$ cat src/rtl/seg_pkg.sv
// Shared constants, scan-state type and anode decode for the multiplexed
// 8-digit segment scan driver.
package seg_pkg;
  localparam int NUM_DIGITS = 8;
  localparam int SEG_W      = 8;
  localparam int IDX_W      = 3;
  localparam int DATA_W     = NUM_DIGITS * SEG_W;

  localparam logic [SEG_W-1:0] SEG_BLANK = 8'hFF;

  typedef enum logic {
    BLANK,
    DRIVE
  } scan_state_e;

  // Active-low one-hot anode select for digit idx.
  function automatic logic [NUM_DIGITS-1:0] anode_sel(input logic [IDX_W-1:0] idx);
    return ~(NUM_DIGITS'(1) << idx);
  endfunction
endpackage

$ cat src/rtl/seg_slot_timer.sv
// Slot timer: per-digit cycle counter, digit index, blank/drive phase decode
// and frame start/done strobes.
module seg_slot_timer
  import seg_pkg::*;
#(
  parameter int DIGIT_CYCLES = 100000,
  parameter int BLANK_CYCLES = 1000
) (
  input  logic             clk,
  input  logic             rst_n,
  input  logic             en_i,
  output logic [IDX_W-1:0] idx_o,
  output scan_state_e      state_o,
  output logic             frame_start_o,
  output logic             frame_done_o
);
  localparam int CW = (DIGIT_CYCLES > 1) ? $clog2(DIGIT_CYCLES) : 1;
  localparam logic [CW-1:0] CNT_LAST  = CW'(DIGIT_CYCLES - 1);
  localparam logic [CW-1:0] CNT_BLANK = CW'(BLANK_CYCLES);
  localparam logic [IDX_W-1:0] IDX_LAST = IDX_W'(NUM_DIGITS - 1);

  if (BLANK_CYCLES < 1 || BLANK_CYCLES >= DIGIT_CYCLES) begin : g_param_check
    $error("seg_slot_timer: require 1 <= BLANK_CYCLES < DIGIT_CYCLES");
  end

  logic [CW-1:0]    cnt_q, cnt_d;
  logic [IDX_W-1:0] idx_q, idx_d;

  always_comb begin
    cnt_d = cnt_q;
    idx_d = idx_q;
    if (!en_i) begin
      cnt_d = '0;
      idx_d = '0;
    end else if (cnt_q == CNT_LAST) begin
      cnt_d = '0;
      idx_d = idx_q + IDX_W'(1);
    end else begin
      cnt_d = cnt_q + CW'(1);
    end
  end

  always_ff @(posedge clk or negedge rst_n) begin
    if (!rst_n) begin
      cnt_q <= '0;
      idx_q <= '0;
    end else begin
      cnt_q <= cnt_d;
      idx_q <= idx_d;
    end
  end

  // Counter and index sit at 0 while disabled, so the first enabled cycle is
  // always a frame start and frame_done cannot fire while idle.
  assign idx_o         = idx_q;
  assign state_o       = (cnt_q < CNT_BLANK) ? BLANK : DRIVE;
  assign frame_start_o = en_i && (cnt_q == '0) && (idx_q == '0);
  assign frame_done_o  = (cnt_q == CNT_LAST) && (idx_q == IDX_LAST);
endmodule

$ cat src/rtl/seg_scan_drv.sv
// Multiplexed 8-digit segment driver: one-word pending buffer with ready/valid
// handshake, frame-aligned display update and registered segment/anode drive.
module seg_scan_drv
  import seg_pkg::*;
#(
  parameter int DIGIT_CYCLES = 100000,
  parameter int BLANK_CYCLES = 1000
) (
  input  logic              clk,
  input  logic              rst_n,
  input  logic              en,
  input  logic [DATA_W-1:0] seg_data,
  input  logic              data_valid,
  output logic              data_ready,
  output logic [SEG_W-1:0]  seg,
  output logic [SEG_W-1:0]  an,
  output logic              frame_done
);
  logic [IDX_W-1:0] idx;
  scan_state_e      state;
  logic             frame_start;

  seg_slot_timer #(
    .DIGIT_CYCLES (DIGIT_CYCLES),
    .BLANK_CYCLES (BLANK_CYCLES)
  ) u_timer (
    .clk           (clk),
    .rst_n         (rst_n),
    .en_i          (en),
    .idx_o         (idx),
    .state_o       (state),
    .frame_start_o (frame_start),
    .frame_done_o  (frame_done)
  );

  logic [NUM_DIGITS-1:0][SEG_W-1:0] pend_q;
  logic [NUM_DIGITS-1:0][SEG_W-1:0] disp_q, disp_d;
  logic                             pend_full_q, pend_full_d;
  logic                             disp_vld_q, disp_vld_d;
  logic [SEG_W-1:0]                 seg_q, seg_d;
  logic [SEG_W-1:0]                 an_q, an_d;
  logic                             accept;
  logic                             load;

  assign data_ready = !pend_full_q;
  assign accept     = data_valid && !pend_full_q;
  // Uses pend_full_q from before the boundary, so a word accepted in the
  // boundary cycle itself waits for the next frame.
  assign load       = frame_start && pend_full_q;

  always_comb begin
    pend_full_d = pend_full_q;
    disp_d      = disp_q;
    disp_vld_d  = disp_vld_q;
    seg_d       = SEG_BLANK;
    an_d        = SEG_BLANK;
    if (load) begin
      pend_full_d = 1'b0;
      disp_d      = pend_q;
      disp_vld_d  = 1'b1;
    end else if (accept) begin
      pend_full_d = 1'b1;
    end
    // Anodes stay off until a word has actually been displayed.
    if (en && state == DRIVE && disp_vld_q) begin
      seg_d = disp_q[idx];
      an_d  = anode_sel(idx);
    end
  end

  always_ff @(posedge clk) begin
    if (accept) begin
      pend_q <= seg_data;
    end
  end

  always_ff @(posedge clk or negedge rst_n) begin
    if (!rst_n) begin
      pend_full_q <= 1'b0;
      disp_vld_q  <= 1'b0;
      disp_q      <= {NUM_DIGITS{SEG_BLANK}};
      seg_q       <= SEG_BLANK;
      an_q        <= SEG_BLANK;
    end else begin
      pend_full_q <= pend_full_d;
      disp_vld_q  <= disp_vld_d;
      disp_q      <= disp_d;
      seg_q       <= seg_d;
      an_q        <= an_d;
    end
  end

  assign seg = seg_q;
  assign an  = an_q;
endmodule

$ cat config.mk
export PLATFORM = sky130hd
export DESIGN_NAME = seg_scan_drv
export DESIGN_NICKNAME = d
export VERILOG_FILES = /design/src/rtl/seg_pkg.sv /design/src/rtl/seg_slot_timer.sv /design/src/rtl/seg_scan_drv.sv
export SDC_FILE = /design/constraint.sdc
export NUM_CORES = 1
export LEC_CHECK = 0
export CAP_MARGIN = 20
export CORE_MARGIN = 10
export CORE_UTILIZATION = 55
export CTS_CLUSTER_DIAMETER = 30
export CTS_CLUSTER_SIZE = 14
export DETAILED_ROUTE_END_ITERATION = 8
export PLACE_DENSITY = 0.85
export SLEW_MARGIN = 20
export SYNTH_ARGS = -nofsm -noshare
export SYNTH_HDL_FRONTEND = slang
export SYNTH_SLANG_ARGS = --single-unit
$ cat constraint.sdc
create_clock -name clk -period 5.75 [get_ports clk]
set_clock_uncertainty 0.05 [all_clocks]
set_input_delay 0.575 -clock clk [delete_from_list [all_inputs] [get_ports clk]]
set_output_delay 0.575 -clock clk [all_outputs]
set_load 0.01 [all_outputs]
==> results.cfg, run 1 <==
[outcome]
status = finished, final reports clean

[setup_path]
timing.rr.end = disp_q[45]
cp-endpoint = disp_q[45]
cp_num_buf_inv = 3
crit_chain = inv_1, ha_1, nor4b_1, nand4_1, nor2_4, buf_16, buf_4, mux2_2
cp-start-kind = flop
path_class = reg2reg
cpMaxStageDelayCell = dfrtp_1
crit_path_end_kind = flop
crit_fanout = 26
reg2reg_setup_slack_ns = 2.52
worst_path_largest_cell_delay_ns = 0.71
critPathArrivalTime_ns = 3.53
crit_required_ns = 6.05
timing.critical_path.from = u_timer.idx_o[1]
r2r_start = u_timer.idx_o[1]
critical_path_depth = 8
crit_family = simple AND/OR/NAND/NOR gates
r2r_cells = 8

[clocking]
path_clk_slew_ns = 0.06
cts_buffers = 17
htreeDepth = 4
cts_root_buf = clkbuf_16
cts-resized-gates = 0
cts_tree = done
clock_latency_ns = 0.43
clock_sinks = 166
clock_path_buffers = 2
cts_hold_buf = 0
post_cts_buffers = 0

[logic_synthesis]
ys_warn_count = 0
synth_edf_count = 64
synthTopCellsByArea = dfstp_2 32%, edfxtp_1 29%, mux2_2 11%, dfrtp_1 8.4%, mux4_2 5.5%
synth-seq-cells = 166
seq_area_frac_synth_pct = 69.61
ys_types = 37
syn_area_per_cell_sq_um = 16.47
syn_inst = 399
synth_area_sq_um = 6571
ys_async_sr_fraction_pct = 61.45
yosysTopAreaCellShare_pct = 31.99
synthFlopType = dfstp_2
syn_nets = 475
yosysTopAreaCell = dfstp_2

[timing]
fin_setup_tns_ns = 0
relSlewSlack_pct = 40.52
setup_viol = 0
tightest_slew_ns = 0.8922
period_minus_slack_ns = 3.232
timing.final.crit_share_pct = 56.20
rsz0062_at_grt = no
fmax_mhz = 309.4
final_max_slew_viol_count = 0
hold_ws_ns = 0.3518
hold_violations = 0

[grt]
grt-ovfl-total = 0
first_global_vias = 4003
grt_usage_pct = 15.68
antenna_found_initial = 0
grt_max_degree = 67
grt_pass1_wl_um = 20000

[finish]
nets = 568
final_area_sq_um = 8148
final_cell_mix = 84 x clkdlybuf4s50_1, 80 x dfstp_2, 64 x mux2_2, 64 x edfxtp_1, 24 x nand2_1
finalCoreUtilization_pct = 70.45
synthToLayoutAreaGrowth_pct = 23.99
antenna_cells = 0
final_cells = 648
drive_gt1_share_pct = 39.80
final_common_cell = clkdlybuf4s50_1

[die]
dieWidth_um = 129.3
start_util_pct = 56.82
core_sq_um = 11560
io_pins = 86
dieArea_sq_um = 16720
die-height_um = 129.3
std_cell_rows = 39

[power_and_ir_drop]
power.density_nw_per_um2 = 386.9
p_leak_nw = 2.992
ir_worst_vdd_v = 0.0002987

[placement]
placed_area_sq_um = 7538
port_buffers = 85
dp_hpwl_um = 8448
place_congestion = 0.8856
dp_cells = 615

[detailed_routing]
vias = 3622
drt_iter0_drc = 226
via_per_inst = 5.590
drc = 0
drt_pre_antenna_iters = 5
ant_nets = 0
routedWlPerCell_um = 19.18
wl_um = 12430

[flow_run]
max_cap_violations = 0

[min_path]
hp-class = in2async
[worst min-delay path by stage]
stage,start,endpoint,cells past startpoint,slack [ns]
5_1_grt,rst_n,disp_q[60],1,0.39
6_report,rst_n,disp_q[59],1,0.35
4_1_cts,rst_n,disp_q[54],1,0.36
2_1_floorplan,rst_n,disp_vld_q,0,0.23
3_5_place_dp,pend_q[40],disp_q[40],1,0.41
3_3_place_gp,pend_q[31],disp_q[31],1,0.41
[flip-flops by register name, summed over array words and instances (netlist names)]
| name | count |
|---|---|
| disp_vld_q | 1 |
| seg | 8 |
| u_timer.idx_o | 3 |
| pend_full_q | 1 |
| u_timer.cnt_q | 17 |
| disp_q | 64 |
| pend_q | 64 |
| an | 8 |
[layer usage]
layer | track usage [%] | up-vias | wire [um]
met5 | 0 | - | 0
met3 | 5.873 | 17 | 777
met1 | 17.58 | 1839 | 4855
li1 | - | 1658 | -
met4 | 5.886 | 0 | 180
met2 | 26.81 | 108 | 6615
[through the flow]
step / setup WS [ns] / power [mW]
finish: 2.518 / 3.153
global route: 2.240 / 3.284
CTS: 2.298 / 3.178
detailed placement: 2.322 / 2.078
global placement: 2.414 / 2.041
floorplan: 1.817 / 1.932
[area by class of cell]
cell class | instances | area (sq um)
Clock inverter | 10 | 92.59
Inverter | 8 | 30.03
Sequential cell | 166 | 4574
Tap cell | 143 | 178.9
Multi-Input combinational cell | 208 | 1873
Timing Repair Buffer | 91 | 913.4
Clock buffer | 22 | 485.5
Fill cell | 757 | 3417
[cells in the mapped netlist (2+ instances only)]
master    count
nand2_1      24
nand3_1      23
buf_2         5
o21ai_0       2
dfrtp_1      22
nor4_1        2
a21oi_1       5
nand4_1       9
xnor2_1       4
nor2_1       19
or4_1         2
mux4_2       16
xor2_1        9
nor3_1        3
inv_1         8
and3_1        2
dfstp_2      80
buf_6         4
o31ai_1       2
buf_4         3
edfxtp_1     64
clkbuf_1      3
and4_1        4
mux2_2       64
ha_1          8
[power by group]
| group | internal, mW | leakage (nW) | switching, mW |
|---|---|---|---|
| clock | 0.645 | 0.287 | 0.447 |
| sequential | 1.57 | 1.73 | 0.102 |
| combinational | 0.250 | 0.977 | 0.141 |
[logic make-up after synthesis]
logic type	after synthesis	synth area share, %
DFF	166	69.61
buffers and inverters	25	2.170
adders and majority gates	8	1.523
and+or+nand+nor	95	7.445
muxes	80	16.45
xor gates and xnor gates	13	1.733
AOI/OAI and AO/OA	12	1.066
(Power assumes the default switching activity.)
==> run 2: changes to the inputs <==
--- a/config.mk
+++ b/config.mk
@@ -7,11 +7,11 @@
 export LEC_CHECK = 0
 export CAP_MARGIN = 20
 export CORE_MARGIN = 10
-export CORE_UTILIZATION = 55
+export CORE_UTILIZATION = 49
 export CTS_CLUSTER_DIAMETER = 30
 export CTS_CLUSTER_SIZE = 14
 export DETAILED_ROUTE_END_ITERATION = 8
-export PLACE_DENSITY = 0.85
+export PLACE_DENSITY = 0.8
 export SLEW_MARGIN = 20
 export SYNTH_ARGS = -nofsm -noshare
 export SYNTH_HDL_FRONTEND = slang
==> constraint.sdc (replaced) <==
create_clock -name clk -period 2.75 [get_ports clk]
set_clock_uncertainty 0.05 [all_clocks]
set_input_delay 0.275 -clock clk [delete_from_list [all_inputs] [get_ports clk]]
set_output_delay 0.275 -clock clk [all_outputs]
set_load 0.01 [all_outputs]
==> run 2 against run 1 <==
Critical path depth down 3. Die area increased by 10%. Core utilization decreased by 7.7 points. Via count shrank 1.0%. Cell count is 6.0% higher. Register-to-register slack got worse by 1.9 ns. Clock power rose by 110%. Flip-flop and latch count stayed put. Setup slack got worse by 2.4 ns. Worst hold slack better by 0.0041 ns. Routed wire length is 2.4% lower. Combinational power is 110% higher. Largest power group unchanged.
==> results.cfg, run 2 (synthesis gave the netlist of run 1 again) <==
[grt]
grt_usage_pct = 13.85
antenna_found_initial = 0
grt-ovfl-total = 0
grt_max_degree = 63
first_global_vias = 3889
grt_pass1_wl_um = 19590

[finish]
reg.largest.list = disp_q (64), pend_q (64), u_timer.cnt_q (17)
synthToLayoutAreaGrowth_pct = 25.89
final_area_sq_um = 8273
nets = 574
drive_gt1_share_pct = 40.31
finalCoreUtilization_pct = 62.72
seqCellArea_sq_um = 4574
final_cell_mix = 84 x clkdlybuf4s50_1, 80 x dfstp_2, 64 x mux2_2, 64 x edfxtp_1, 24 x nand2_1
final_cells = 687
final_common_cell = clkdlybuf4s50_1
fillers = 945
multi_input_area_sq_um = 1876
antenna_cells = 0

[setup_path]
critPathArrivalTime_ns = 2.33
worst_path_largest_cell_delay_ns = 0.53
reg2reg_setup_slack_ns = 0.60
path_class = reg2out
crit_required_ns = 2.42
crit_chain = ha_2, and4_4, and4_2, and3_1, clkdlybuf4s50_1
cpMaxStageDelayCell = clkdlybuf4s50_1
cp-start-kind = flop
crit_path_end_kind = primary output
crit_fanout = 5

[die]
core_sq_um = 13190
io_pins = 86
die-height_um = 135.8
dieArea_sq_um = 18440
std_cell_rows = 42
start_util_pct = 49.82
dieWidth_um = 135.8

[detailed_routing]
wl_um = 12130
ant_nets = 0
drt_iter0_drc = 247
routedWlPerCell_um = 17.65
drt_pre_antenna_iters = 6
vias = 3584
drc = 0
via_per_inst = 5.217

[power_and_ir_drop]
power.density_nw_per_um2 = 802.0
ir_worst_vdd_v = 0.0005458
power_mw = 6.635
p_leak_nw = 3.029

[placement]
placed_area_sq_um = 7667
place_congestion = 0.8912
port_buffers = 85
dp_cells = 653
dp_hpwl_um = 8410

[timing]
rsz0062_at_grt = no
final_max_slew_viol_count = 0
tightest_slew_ns = 0.7517
fin_setup_tns_ns = 0
hold_violations = 0
setup_viol = 0
fmax_mhz = 377.3
period_minus_slack_ns = 2.651
relSlewSlack_pct = 49.88
timing.final.crit_share_pct = 96.39

[clocking]
htreeDepth = 4
cts_tree = done
cts_root_buf = clkbuf_16
cts_buffers = 17
clock_path_buffers = 2
path_clk_slew_ns = 0.06
clock_sinks = 166
clock_latency_ns = 0.42

[outcome]
status = finished, final reports clean

[min_path]
hp-class = in2reg

[flow_run]
max_cap_violations = 0
run 2: cell count changes in the layout (fill, tap and decap cells not counted), moves of 2 or more:
| cell | change |
|---|---|
| buf_12 | +4 |
| and4_1 | -2 |
| buf_4 | +2 |
| bufinv_16 | +2 |
| clkinv_2 | +2 |
| clkinv_4 | -2 |
| inv_6 | -2 |
run 2: per-layer routing:
| metal | routed length (um) | GRT usage, % | share of wire [%] | vias up |
|---|---|---|---|---|
| li1 | - | - | - | 1674 |
| met1 | 5147 | 15.96 | 42 | 1797 |
| met5 | 0 | 0 | 0 | - |
| met2 | 6153 | 22.92 | 51 | 96 |
| met3 | 545 | 3.858 | 4.5 | 17 |
| met4 | 281 | 7.536 | 2.3 | 0 |
run 2: where the power goes:
group	internal (mW)	switching [mW]	leakage, nW
combinational	0.535	0.296	1.01
clock	1.44	0.889	0.289
sequential	3.27	0.203	1.73
total	5.25	1.39	3.03
run 2: per-stage QoR:
step,hold slack [ns],setup WS [ns]
after floorplan,-0.07059,0.1957
after global placement,0.3285,0.5218
after detailed placement,0.3484,0.4545
after CTS,0.3368,0.007220
after global routing,0.3365,0.001274
final,0.3559,0.09927
run 2: area by class of cell:
| class | count | area share (%) |
|---|---|---|
| tap | 176 | 2.662 |
| inverter | 8 | 0.3630 |
| clock inverter | 11 | 1.588 |
| timing repair buffer | 97 | 11.98 |
| sequential | 166 | 55.29 |
| clock buffer | 21 | 5.445 |
| multi-input combinational | 208 | 22.67 |
run 2: critical path: cells and delay by family, from the launching register on:
kind	cells	cell delay [ns]
simple gates	3	0.73
buf+inv	1	0.53
flops	1	0.41
fa+ha+maj	1	0.24
run 2: worst paths after layout:
kind	cells past startpoint	endpoint	from
max in group asynchronous	3	disp_q[26]	rst_n
max reg2reg	7	disp_q[32]	u_timer.idx_o[0]
min in group asynchronous	2	u_timer.idx_o[2]	rst_n
min	1	pend_q[32]	seg_data[32]
min reg2reg	1	disp_q[36]	pend_q[36]
max	5	frame_done	u_timer.cnt_q[0]
run 2: repair_timing:
| item | 4_1_cts | 5_1_grt |
|---|---|---|
| hold buffers | 1 | 0 |
| resized for setup | 1 | 3 |
| setup buffers | 0 | 1 |
| hold endpoints to repair | 10 | 0 |
| endpoints found under the setup margin | 1 | 1 |
